**config.mk**
```make
export PLATFORM = sky130hd
export DESIGN_NAME = usart_rx_buffered
export DESIGN_NICKNAME = d
export VERILOG_FILES = /design/src/rtl/usart_rx_buffered.sv
export SDC_FILE = /design/constraint.sdc
export NUM_CORES = 1
export LEC_CHECK = 0
export BUFFER_PORTS_ARGS = -buffer_cell sky130_fd_sc_hd__buf_4
export CAP_MARGIN = 10
export CORE_MARGIN = 5
export CORE_UTILIZATION = 36
export CTS_CLUSTER_DIAMETER = 30
export CTS_CLUSTER_SIZE = 30
export DETAILED_ROUTE_END_ITERATION = 12
export PLACE_DENSITY_LB_ADDON = 0.2
export SYNTH_ARGS = -nofsm -noshare
export SYNTH_HDL_FRONTEND = slang
export SYNTH_SLANG_ARGS = --single-unit
```
**constraint.sdc**
```tcl
create_clock -name clock -period 3.36 [get_ports clock]
set_input_delay 0.672 -clock clock [delete_from_list [all_inputs] [get_ports clock]]
set_output_delay 0.672 -clock clock [all_outputs]
set_load 0.03 [all_outputs]
```
**src/rtl/usart_rx_buffered.sv**
```systemverilog
// rtl/usart_rx_buffered.sv - 8N1 serial receiver with a first-word-fall-through receive FIFO
// Mid-bit sampling from a latched bit period; the byte is pushed on a high stop sample.
module usart_rx_buffered #(
   parameter int FIFO_DEPTH = 4
) (
   input  logic        clock,
   input  logic        reset,
   input  logic [11:0] clocks_per_bit,
   input  logic        rx_pin,
   output logic [7:0]  data_out,
   output logic        data_valid,
   input  logic        data_ready,
   output logic        framing_error,
   output logic        overrun,
   output logic        busy
);

   localparam int AW = $clog2(FIFO_DEPTH);

   typedef enum logic [2:0] {IDLE, START, DATA, STOP, WAIT_HIGH} state_t;

   state_t      state_q;
   logic        rx_meta_q, rx_sync_q;
   logic [11:0] cpb_q, cnt_q;
   logic [2:0]  bit_cnt_q;
   logic [7:0]  shift_q;
   logic        framing_error_q, overrun_q;

   logic [7:0]  mem_q [FIFO_DEPTH];
   logic [AW-1:0] wr_ptr_q, rd_ptr_q;
   logic [AW:0]   count_q;

   logic stop_sample, push, pop, full, accept;

   assign stop_sample = (state_q == STOP) && (cnt_q == cpb_q - 12'd1);
   assign push        = stop_sample && rx_sync_q;
   assign data_valid  = (count_q != '0);
   assign pop         = data_valid && data_ready;
   assign full        = (count_q == (AW+1)'(FIFO_DEPTH));
   // A full FIFO still takes the byte when the head leaves in the same cycle.
   assign accept      = push && (!full || pop);

   assign data_out      = data_valid ? mem_q[rd_ptr_q] : 8'h00;
   assign framing_error = framing_error_q;
   assign overrun       = overrun_q;
   assign busy          = (state_q != IDLE);

   always_ff @(posedge clock) begin
      if (reset) begin
         state_q         <= IDLE;
         rx_meta_q       <= 1'b1;
         rx_sync_q       <= 1'b1;
         cpb_q           <= 12'd0;
         cnt_q           <= 12'd0;
         bit_cnt_q       <= 3'd0;
         shift_q         <= 8'h00;
         framing_error_q <= 1'b0;
      end else begin
         rx_meta_q       <= rx_pin;
         rx_sync_q       <= rx_meta_q;
         framing_error_q <= 1'b0;
         case (state_q)
            IDLE: begin
               if (!rx_sync_q) begin
                  state_q   <= START;
                  cpb_q     <= clocks_per_bit;
                  cnt_q     <= 12'd0;
                  bit_cnt_q <= 3'd0;
               end
            end
            START: begin
               if (cnt_q == (cpb_q >> 1) - 12'd1) begin
                  cnt_q   <= 12'd0;
                  state_q <= rx_sync_q ? IDLE : DATA;
               end else begin
                  cnt_q <= cnt_q + 12'd1;
               end
            end
            DATA: begin
               if (cnt_q == cpb_q - 12'd1) begin
                  cnt_q     <= 12'd0;
                  shift_q   <= {rx_sync_q, shift_q[7:1]};
                  bit_cnt_q <= bit_cnt_q + 3'd1;
                  if (bit_cnt_q == 3'd7) begin
                     state_q <= STOP;
                  end
               end else begin
                  cnt_q <= cnt_q + 12'd1;
               end
            end
            STOP: begin
               if (stop_sample) begin
                  cnt_q <= 12'd0;
                  if (rx_sync_q) begin
                     state_q <= IDLE;
                  end else begin
                     framing_error_q <= 1'b1;
                     state_q         <= WAIT_HIGH;
                  end
               end else begin
                  cnt_q <= cnt_q + 12'd1;
               end
            end
            WAIT_HIGH: begin
               if (rx_sync_q) begin
                  state_q <= IDLE;
               end
            end
            default: state_q <= IDLE;
         endcase
      end
   end

   always_ff @(posedge clock) begin
      if (reset) begin
         wr_ptr_q  <= '0;
         rd_ptr_q  <= '0;
         count_q   <= '0;
         overrun_q <= 1'b0;
      end else begin
         overrun_q <= push && full && !pop;
         if (accept) begin
            wr_ptr_q <= wr_ptr_q + 1'b1;
         end
         if (pop) begin
            rd_ptr_q <= rd_ptr_q + 1'b1;
         end
         case ({accept, pop})
            2'b10:   count_q <= count_q + 1'b1;
            2'b01:   count_q <= count_q - 1'b1;
            default: count_q <= count_q;
         endcase
      end
   end

   always_ff @(posedge clock) begin
      if (!reset && accept) begin
         mem_q[wr_ptr_q] <= shift_q;
      end
   end

endmodule
```
== After elaboration in Yosys (flattened, before gate mapping) ==
Memories as Yosys holds them, arrays and structs flattened. A register that Yosys moved wholly into a read port is not among the register bits.
Index checks and enable logic that the tools add are counted.
Storage, ports and cells
  register bits after elaboration: 49
  bits in writable memories: 32
  input bits: 16
  output and inout port bits: 12
  word-level logic and storage cells: 87
  memories kept: 1
Memory list
  mem_q: depth 4, width 8, rd ports 1, clocked after memory_dff 1, wr ports 1, RTL line 29  | logic [7:0] mem_q [FIFO_DEPTH];
Operators by class
  add/subtract/negate cells: 8
  eq/ne operators: 16
  mux-type cells: 24
  bitwise gates (word level): 3
  reductions and logical operators: 23
Operator list (number)
  $mux W12: 4
  $pmux W12 S4: 1
  $mux W3: 9
  $eq A12 B12 Y1: 2
  $pmux W3 S5: 1
  $add A12 B1 Y12 const B: 1
  $ne A2 B2 Y1 const B: 6
  $pmux W3 S2: 2
  $sub A11 B1 Y12 const B: 1
  $sub A12 B1 Y12 const B: 1
  $eq A3 B3 Y1 const B: 3
  $mux W8: 1
  $logic_and A1 B1 Y1: 7
  $add A3 B1 Y3 const B: 2
  $eq A3 B2 Y1 const B: 2
  $mux W2: 3
  $reduce_and A2 Y1: 3
  $reduce_and A6 Y1: 1
  $reduce_bool A3 Y1: 2
  $add A2 B1 Y2 const B: 2
  $reduce_bool A2 Y1: 2
  $reduce_bool A4 Y1: 1
  $eq A3 B1 Y1 const B: 1
  $logic_not A1 Y1: 3
  9 further kinds: 13

== Longest topological paths before layout ==
Gate-level depths: netlist of the first run.
  word-level depth: 8
  depth in mapped cells: 13
  mapped depth without buffers: 12

== Least setup slack after synthesis of the first run ==
OpenSTA, ideal clock, no wires.
  path kind: register to register
  start: reg cpb_q[0]
  end: reg count_q[1]
  setup time: 0.079 ns
  arrival time: 2.964 ns
  required time: 3.281 ns
  slack: 0.317 ns
  cell stages (with the launch flop): 14
  buffers on the path: 1
  clock period less this slack: 3.043 ns
  cell sequence: dfxtp_1 > inv_1 > ha_1 > o21ba_2 > a221o_1 > a211oi_2 > o2111ai_2 > or2_0 > buf_2 > nand2_1 > fa_1 > nor3_1 > mux2i_1 > o211ai_1
On the way
  longest elaborated chain between the ends: 7
  elaborated cells on any way between the ends: 9
  those cells by class: add/sub: 1; eq/ne: 3; mux: 1; reduce/logical: 4
RTL lines
  start: declaration: RTL line 24  | logic [11:0] cpb_q, cnt_q;
  start signal: assignment: RTL line 66  | cpb_q <= clocks_per_bit;
  $sub A12 B1 Y12 *: RTL line 35  | assign stop_sample = (state_q == STOP) && (cnt_q == cpb_q - 12'd1);
  $eq A12 B12 Y1 *: RTL line 35
  $logic_and A1 B1 Y1 *: RTL line 35
  $logic_and A1 B1 Y1 *: RTL line 36  | assign push = stop_sample && rx_sync_q;
  $logic_and A1 B1 Y1 *: RTL line 41  | assign accept = push && (!full || pop);
  $eq A2 B1 Y1 / $eq A2 B2 Y1 (equally long branches): RTL line 128  | case ({accept, pop})
  $pmux W3 S2 / $reduce_bool A2 Y1 (equally long branches)
  end signal: assignment: RTL line 129  | 2'b10: count_q <= count_q + 1'b1;
  end signal: assignment: RTL line 130  | 2'b01: count_q <= count_q - 1'b1;
  end signal: assignment: RTL line 131  | default: count_q <= count_q;
  end: declaration: RTL line 31  | logic [AW:0] count_q;
Every way passes the cells marked *; elsewhere a longest branch is shown, timed or not.
A chain may end at the register's enable or synchronous reset.

== Worst setup path after layout of the first run ==
Same ends and word-level chain as after synthesis.

==> out/metrics.cfg, run 1 <==
[place]
dp_slack_ns = 0.2689
dp_hpwl_mm = 6.821
portBuffers = 27
place_congestion = 0.8096
placed_cells = 628

[floorplanning]
dieHeight_um = 121.7
ios = 28
rows = 40
core_area_mm2 = 0.01211
die_area_mm2 = 0.01481
die_w_um = 121.7
initial_utilization = 0.3709

[layout]
drive_gt1_frac = 0.1870
nets = 497
final_cells = 644
area_growth_pct = 13.01
n_antenna_cell = 0
fillers = 1230

[clock_network]
cts_hold_buf = 0
post_cts_resized = 0
cts-root-buf = clkbuf_16
cts_made_buffers = 9
cts_max_path_buffers = 2
clk_pin_slew_ns = 0.06
cts_setup_buffers = 0
clk_latency_ns = 0.35
htree_levels = 3
cts_tree = yes
cts.sinks = 83

[critical_path]
cp_max_fo = 6
endpoint_kind = register
setup.worst_path.start_class = register
critPathArrivalTime_ns = 3.36
cp.required_ns = 3.63
critPathKind = reg2reg

[detailed_routing]
remaining_drc_errors = 0
dr.pass1.iters = 4
ant_nets = 0
drt-total-wl_mm = 9.459
vias_per_cell = 5.130
routed-via-count = 3304
drt_iter0_drc = 230
wl_per_cell_um = 14.69

[global_route]
grt_pass1_vias = 3226
grt_pass1_wl_mm = 16.09
track_usage = 0.1378
grt_overflow = 0
antenna_found_initial = 0
grt_max_degree = 52

[yosys]
ys_ff_latch = 83
syn_avg_cell_area_um2 = 9.786
yosysSeqAreaShare = 0.4412
async_flop_share = 0
synth-edff-count = 32
netlist.area_leader.share = 0.2273
ys_warn_count = 0
synthFlopType = dfxtp_1
synth_area_leader_cell = dfxtp_1
syn-instance-count = 459
syn_nets = 485
synth_cell_type_count = 64
synth_area_mm2 = 0.004492
synth_area_leaders = dfxtp_1, edfxtp_1, nand2_1

[power_and_ir_drop]
p_per_area_mw_per_mm2 = 423.2
peakVddDrop_uv = 282.3
leakagePower_nw = 1.911
power_mw = 2.148

[timing]
fin_setup_tns_ns = 0
max_slew_margin = 0.5015
fin_ws_ns = 0.2667
setup_viol = 0
finalHoldViolations = 0
clock_skew_ns = 0.007956
finalCritPeriodShare = 0.9206
tightest_slew_ns = 0.7450
rsz0062_at_grt = false
max_freq_mhz = 323.3
final-max-slew-violation-count = 0
fin_crit_ns = 3.093

[worst_hold_path]
hold_class = reg2reg

[run]
cap_violations = 0

[outcome]
status = finished clean

==> layout by cell type (no fill, tap or decap), drive strengths merged, types with 10 or more instances in the layout <==
master  count
nand3      13
xnor2      18
a21oi      24
dfxtp      51
and2       20
or2        11
edfxtp     32
nand2      55
nor3       13
xor2       10
mux2i      12
inv        16
clkbuf     10
nor2       30
buf        35
==> registers in the layout, indices dropped and copies added, names as in the netlist, named ones only <==
register and count:
rd_ptr_q 2, count_q 3, bit_cnt_q 3, rx_sync_q 1, overrun 1, shift_q 8
state_q 3, cpb_q 12, framing_error 1, mem_q 32, cnt_q 12, rx_meta_q 1
wr_ptr_q 2
==> power by group <==
group | internal (mW) | switching [mW] | leakage [nW]
Combinational | 0.0731 | 0.0858 | 1.07
Clock | 0.509 | 0.421 | 0.134
Sequential | 1.04 | 0.0162 | 0.708
Total | 1.63 | 0.523 | 1.91
==> kinds of logic (layout without fill, tap and decap cells) <==
family,count (synthesis),count (layout),synth area share
compound gates,67,67,0.1056
xor+xnor,28,28,0.05459
fa+ha+maj,10,10,0.02953
buf+inv,47,64,0.04875
flops,83,83,0.4412
mux,20,20,0.06685
simple gates,204,204,0.2535
==> path summary, 6_finish.rpt <==
path / depth (start not counted) / from / slack (ns) / end
hold / removal: 1 / rx_meta_q / 0.42 / rx_sync_q
setup / recovery: 12 / cpb_q[0] / 0.27 / count_q[1]
setup reg to reg: 12 / cpb_q[0] / 0.27 / count_q[1]
hold reg to reg: 1 / rx_meta_q / 0.42 / rx_sync_q
==> per-stage QoR <==
stage,area [um^2],hold slack (ns),util
floorplan,4492,0.3895,-
global placement,4795,0.3958,0.3959
detailed placement,4795,0.4058,0.3959
CTS,5071,0.4248,0.4187
global route,5076,0.4329,0.4191
finish,5076,0.4211,0.4191
==> synthesized netlist by cell type (2+ instances only) <==
cell / count
inv_1: 13
o211ai_1: 3
a211oi_2: 2
edfxtp_1: 32
nor2b_1: 9
nor4b_1: 5
a21oi_1: 24
xor2_1: 10
nand2_1: 55
nor2_1: 30
and2_1: 19
buf_6: 4
and3_1: 7
nor3_1: 11
mux2i_1: 12
nor3b_1: 4
o21ai_0: 3
o22ai_1: 3
or2_2: 10
nor4_1: 6
a211oi_1: 2
nand2b_1: 3
nand4_1: 6
mux4_2: 8
and4_1: 2
and4b_1: 2
xnor2_1: 18
o21ai_1: 4
o31ai_1: 2
nand3_1: 13
clkbuf_1: 21
a221oi_1: 2
o21ba_2: 2
buf_2: 7
nor3b_2: 2
o221ai_1: 6
nand3b_1: 2
a31oi_1: 4
or3_1: 8
dfxtp_1: 51
ha_1: 9
==> metal layers <==
layer  GRT usage  vias up  routed length (um)
li1            -     1663                   -
met3     0.03528       10                 411
met2      0.2169       52                4377
met1      0.1797     1579                4522
met5           0        -                   0
met4     0.05882        0                 148
==> cell type report <==
class                           count  area, um^2  area share
Tap cell                          168       210.2     0.04141
Clock buffer                       10       229.0     0.04511
Clock inverter                      6       47.55    0.009367
Multi-Input combinational cell    329        2296      0.4523
Sequential cell                    83        1982      0.3904
Timing Repair Buffer               35       262.8     0.05176
Inverter                           13       48.80    0.009613
==> critical path, stage by stage (launching register included) <==
cell	delay, ns
dfxtp_1	0.48
inv_1	0.12
ha_1	0.26
o21ba_2	0.20
a221o_1	0.35
a211oi_2	0.31
o2111ai_2	0.17
or2_0	0.25
nand2_1	0.09
fa_1	0.43
nor3_1	0.18
mux2i_1	0.09
o211ai_1	0.08
Power figures use the tool's default switching activity.
==> run 2: changes to the inputs <==
--- a/config.mk
+++ b/config.mk
@@ -7,7 +7,6 @@
 export LEC_CHECK = 0
 export BUFFER_PORTS_ARGS = -buffer_cell sky130_fd_sc_hd__buf_4
 export CAP_MARGIN = 10
-export CORE_MARGIN = 5
 export CORE_UTILIZATION = 36
 export CTS_CLUSTER_DIAMETER = 30
 export CTS_CLUSTER_SIZE = 30
==> run 2 against run 1 <==
Effect of this change: maximum frequency rose by 1.0%; hold slack got worse by 0.0060 ns; routed wire length fell by 2.5%; combinational power rose by 3%; total power rose by 0.81%; final area rose by 0.42%; largest power group unchanged.
==> out/metrics.cfg, run 2 (synthesis results as in run 1) <==
[layout]
fillers = 1217
seqCellArea_mm2 = 0.001982
final_common_cell = nand2_1
multi_input_comb_area_mm2 = 0.002306
final_util = 0.4209
drive_gt1_frac = 0.1891
top_regs = mem_q (32), cnt_q (12), cpb_q (12)
most-common-layout-cells = nand2_1, dfxtp_1, buf_4
largest_reg_flops = 32
nets = 497
n_antenna_cell = 0
area_growth_pct = 13.48
max_flop_register = mem_q

[critical_path]
worstSetupEndpoint = count_q[1]
r2r_slack_ns = 0.30
r2r-end = count_q[1]
cp.required_ns = 3.62
r2r_cells = 12
timing.rr.start = cpb_q[2]
critPathKind = reg2reg
cp-startpoint = cpb_q[2]
setup.worst_path.start_class = register
endpoint_kind = register
cp_max_fo = 8
critPathArrivalTime_ns = 3.32

[detailed_routing]
remaining_drc_errors = 0
drt-total-wl_mm = 9.223
drt_iter0_drc = 184
ant_nets = 0
dr.pass1.iters = 4
vias_per_cell = 5.040
wl_per_cell_um = 14.32
routed-via-count = 3246

[place]
dp_hpwl_mm = 6.656
portBuffers = 27
place_congestion = 0.8758

[timing]
final-max-slew-violation-count = 0
setup_viol = 0
finalHoldViolations = 0
tightest_slew_ns = 0.7656
max_slew_margin = 0.4824
finalCritPeriodShare = 0.9111
clock_skew_ns = 0.007626
max_freq_mhz = 326.7
rsz0062_at_grt = false
fin_setup_tns_ns = 0
fin_crit_ns = 3.061

[global_route]
antenna_found_initial = 0
grt_overflow = 0
grt_max_degree = 52
grt_pass1_wl_mm = 15.97
track_usage = 0.1604
grt_pass1_vias = 3208

[power_and_ir_drop]
cell_internal_pwr_mw = 1.646
leakagePower_nw = 1.917
combPwrFrac = 0.075
power_frac_seq = 0.488
p_sw_mw = 0.5192
swShare = 0.2397
peakVddDrop_uv = 342.5
p_per_area_mw_per_mm2 = 424.9
power.share.clock = 0.436

[floorplanning]
rows = 40
dieHeight_um = 113.7
ios = 28
die_area_mm2 = 0.01293
die_w_um = 113.7
initial_utilization = 0.3709
core_area_mm2 = 0.01211

[clock_network]
cts.sinks = 83
cts_made_buffers = 9
clk_pin_slew_ns = 0.06
cts_hold_buf = 0
htree_levels = 3
clk_latency_ns = 0.34
cts_tree = yes
cts_max_path_buffers = 2
cts-root-buf = clkbuf_16

[run]
cap_violations = 0

[worst_hold_path]
hold_class = reg2reg

[outcome]
status = finished clean

run 2: layout make-up:
type,instances,area share
clock buffers,10,0.04688
clock inverters,6,0.009573
inverters,13,0.009573
multi-input cells,329,0.4524
flip-flops and latches,83,0.3888
well taps,168,0.04124
repair buffers,35,0.05155
run 2: worst min-delay path by stage:
stage	from	depth (start not counted)	end
after floorplan	rx_meta_q	1	rx_sync_q
after global placement	rx_meta_q	1	rx_sync_q
after detailed placement	rx_meta_q	1	rx_sync_q
after CTS	rx_meta_q	1	rx_sync_q
after global routing	rx_meta_q	1	rx_sync_q
final	rx_meta_q	1	rx_sync_q
run 2: layer usage:
layer	global-route usage	vias to the layer above	wire length, um
li1	-	1662	-
met1	0.2099	1527	4498
met2	0.2553	50	4265
met3	0.04888	7	379
met4	0.04737	0	80
met5	0	-	0
run 2: through the flow:
stage / hold slack, ns / instances / instance area, um^2 / setup slack (ns) / power, mW
final: 0.4152 / 644 / 5097 / 0.2987 / 2.166
after global routing: 0.4332 / 644 / 5097 / 0.01627 / 2.259
after CTS: 0.4176 / 644 / 5082 / 0.2578 / 2.199
after detailed placement: 0.3990 / 628 / 4795 / 0.2573 / 1.241
after global placement: 0.3955 / 628 / 4795 / 0.4178 / 1.239
after floorplan: 0.3895 / 459 / 4492 / 0.3172 / 1.198
run 2: power groups by stage:
stage          sequential [mW]  clock, mW  combinational [mW]
2_1_floorplan             1.07          0               0.128
3_3_place_gp              1.08          0               0.160
3_5_place_dp              1.08          0               0.161
4_1_cts                   1.06      0.980               0.162
5_1_grt                   1.06       1.02               0.182
6_report                  1.06      0.944               0.163
run 2: what timing repair did:
action / CTS / global route
setup endpoints to repair: 0 / 33
setup buffers: 0 / 0
gates resized for setup: 0 / 5
endpoints found under the hold margin: 0 / 0
run 2: worst max-delay path, stage by stage (launching register included):
cell and delay, ns:
dfxtp_1 0.49, inv_1 0.08, ha_1 0.28, nor3b_4 0.20, a31o_2 0.27, a2111oi_2 0.35
o2111ai_2 0.17, or2_0 0.24, nand2_1 0.09, fa_1 0.42, nor3_1 0.18, mux2i_1 0.10
o211ai_1 0.09
==> run 3: changes to the inputs <==
--- a/config.mk
+++ b/config.mk
@@ -6,7 +6,9 @@
 export NUM_CORES = 1
 export LEC_CHECK = 0
 export BUFFER_PORTS_ARGS = -buffer_cell sky130_fd_sc_hd__buf_4
-export CAP_MARGIN = 10
+export CAP_MARGIN = 20
+export CELL_PAD_IN_SITES_DETAIL_PLACEMENT = 0
+export CELL_PAD_IN_SITES_GLOBAL_PLACEMENT = 2
 export CORE_UTILIZATION = 36
 export CTS_CLUSTER_DIAMETER = 30
 export CTS_CLUSTER_SIZE = 30
==> constraint.sdc (replaced) <==
create_clock -name clock -period 3.36 [get_ports clock]
set_input_delay 0.672 -clock clock [delete_from_list [all_inputs] [get_ports clock]]
set_output_delay 0.672 -clock clock [all_outputs]
set_load 0.02 [all_outputs]
==> run 3 against run 2 <==
Effect of this change: sequential cell count unchanged; sequential share of layout area shrank 0.27 points; final area grew 0.71%; largest cell class unchanged; clock-buffer cell count down 1; maximum frequency fell by 0.20%; clock power rose by 2.8%; setup slack got worse by 0.0061 ns; highest routed layer unchanged; largest power group unchanged; cell count is 0.47% higher.
==> out/metrics.cfg, run 3 (synthesis results as in run 1) <==
[detailed_routing]
wl_per_cell_um = 15.16
drt_iter0_drc = 114
drt-total-wl_mm = 9.810
remaining_drc_errors = 0
dr.pass1.iters = 4
vias_per_cell = 5.042
ant_nets = 0
routed-via-count = 3262

[place]
dpl-instance-area_mm2 = 0.004817
portBuffers = 27
dp_slack_ns = 0.2691
placed_cells = 631
dp_hpwl_mm = 7.118
place_congestion = 0.9033

[worst_hold_path]
hp-start = rx_meta_q
min_path_cells = 1
hold_path_end = rx_sync_q
hold_class = reg2reg

[layout]
final_cells = 647
n_antenna_cell = 0
area_growth_pct = 14.29
most-common-layout-cells = nand2_1, dfxtp_1, buf_4
nets = 500
finalInstanceArea_mm2 = 0.005134
top_regs = mem_q (32), cnt_q (12), cpb_q (12)
final_common_cell = nand2_1
drive_gt1_frac = 0.2004
largest_reg_flops = 32
max_flop_register = mem_q

[timing]
max_freq_mhz = 326.0
rsz0062_at_grt = false
fin_crit_ns = 3.067
final-max-slew-violation-count = 0
max_slew_margin = 0.5085
finalHoldViolations = 0
setup_viol = 0
finalCritPeriodShare = 0.9129
fin_setup_tns_ns = 0
clock_skew_ns = 0.008092
fin_ws_ns = 0.2926
tightest_slew_ns = 0.7306

[clock_network]
cts.sinks = 83
cts_setup_buffers = 0
cts_made_buffers = 9
cts_hold_buf = 0
cts_tree = yes
cts_max_path_buffers = 2
clk_pin_slew_ns = 0.07
clk_latency_ns = 0.35
cts-root-buf = clkbuf_16
htree_levels = 3

[floorplanning]
core_area_mm2 = 0.01211
dieHeight_um = 113.7
die_area_mm2 = 0.01293
die_w_um = 113.7
rows = 40
ios = 28
initial_utilization = 0.3709

[global_route]
use_met1 = 0.2003
busiest_layer = met2
grt_overflow = 0
grt_pass1_wl_mm = 15.75
grt_max_degree = 52
antenna_found_initial = 0
use_met2 = 0.2752
track_usage = 0.1619
met3_usage = 0.02550
grt_pass1_vias = 3038

[outcome]
status = finished clean

[power_and_ir_drop]
power.share.clock = 0.443
swShare = 0.2520
p_per_area_mw_per_mm2 = 426.9
power_mw = 2.192
cell_internal_pwr_mw = 1.639
leakagePower_nw = 1.938
p_sw_mw = 0.5524
combPwrFrac = 0.075
power_frac_seq = 0.482
peakVddDrop_uv = 199.0

[critical_path]
max_stage_delay_ns = 0.68
r2r_cells = 10
r2r-end = count_q[1]
critPathKind = reg2reg
critPathArrivalTime_ns = 3.34
crit_path_cell_trace = nor4_1 -> a31oi_1 -> a211oi_2 -> o2111ai_2 -> or2_0 -> nand2_1 -> fa_1 -> nor3_1 -> mux2i_1 -> o211ai_1
cp.required_ns = 3.63
setup.worst_path.start_class = register
endpoint_kind = register
r2r_slack_ns = 0.29
cp_slowest_cell = nor4_1
timing.rr.start = cpb_q[6]
cp_max_fo = 8

[run]
cap_violations = 0

## run 3: cell count changes in the layout (fill, tap and decap cells not counted), sizes merged
cell	before	now
buf	35	38
inv	15	18
clkinv	2	0
clkbuf	10	9
## run 3: per-stage QoR
stage	hold WS [ns]	utilization
4_1_cts	0.4135	0.4218
5_1_grt	0.4185	0.4239
3_3_place_gp	0.3923	0.3977
6_report	0.4141	0.4239
3_5_place_dp	0.3965	0.3977
2_1_floorplan	0.3895	-
## run 3: layer usage
metal	part of all wire	routed length [um]
met4	0.019	187
met1	0.46	4530
met5	0	0
met2	0.50	4871
met3	0.023	221
## run 3: power groups by stage
stage / clock network, mW / registers (mW) / logic [mW]
finish: 0.970 / 1.06 / 0.164
global route: 1.04 / 1.06 / 0.181
CTS: 0.999 / 1.06 / 0.162
detailed placement: 0 / 1.08 / 0.161
global placement: 0 / 1.08 / 0.161
floorplan: 0 / 1.07 / 0.127
## run 3: cell type report
type	count	area [um^2]
Fill cell	1198	6978
Multi-Input combinational cell	329	2316
Sequential cell	83	1982
Timing Repair Buffer	38	285.3
Clock buffer	9	225.2
Tap cell	168	210.2
Clock inverter	7	66.31
Inverter	13	48.80
## run 3: worst max path at each step
stage | cells after the start | end | slack, ns | startpoint
floorplan | 13 | count_q[1] | 0.32 | cpb_q[0]
global placement | 12 | count_q[1] | 0.37 | cpb_q[2]
detailed placement | 12 | count_q[1] | 0.27 | cpb_q[1]
CTS | 12 | count_q[1] | 0.24 | cpb_q[1]
global route | 10 | count_q[1] | 0.04 | cpb_q[6]
finish | 10 | count_q[1] | 0.29 | cpb_q[6]
## run 3: what timing repair did
action | 4_1_cts | 5_1_grt
gates resized for setup | 0 | 8
setup endpoints to repair | 0 | 33
endpoints found under the hold margin | 0 | 0
## run 3: worst max-delay path: cells and delay by family (launching register included)
family,cells,cell delay [ns]
mux,1,0.10
compound gates,4,0.83
fa+ha+maj,1,0.43
simple gates,4,1.22
flops,1,0.41
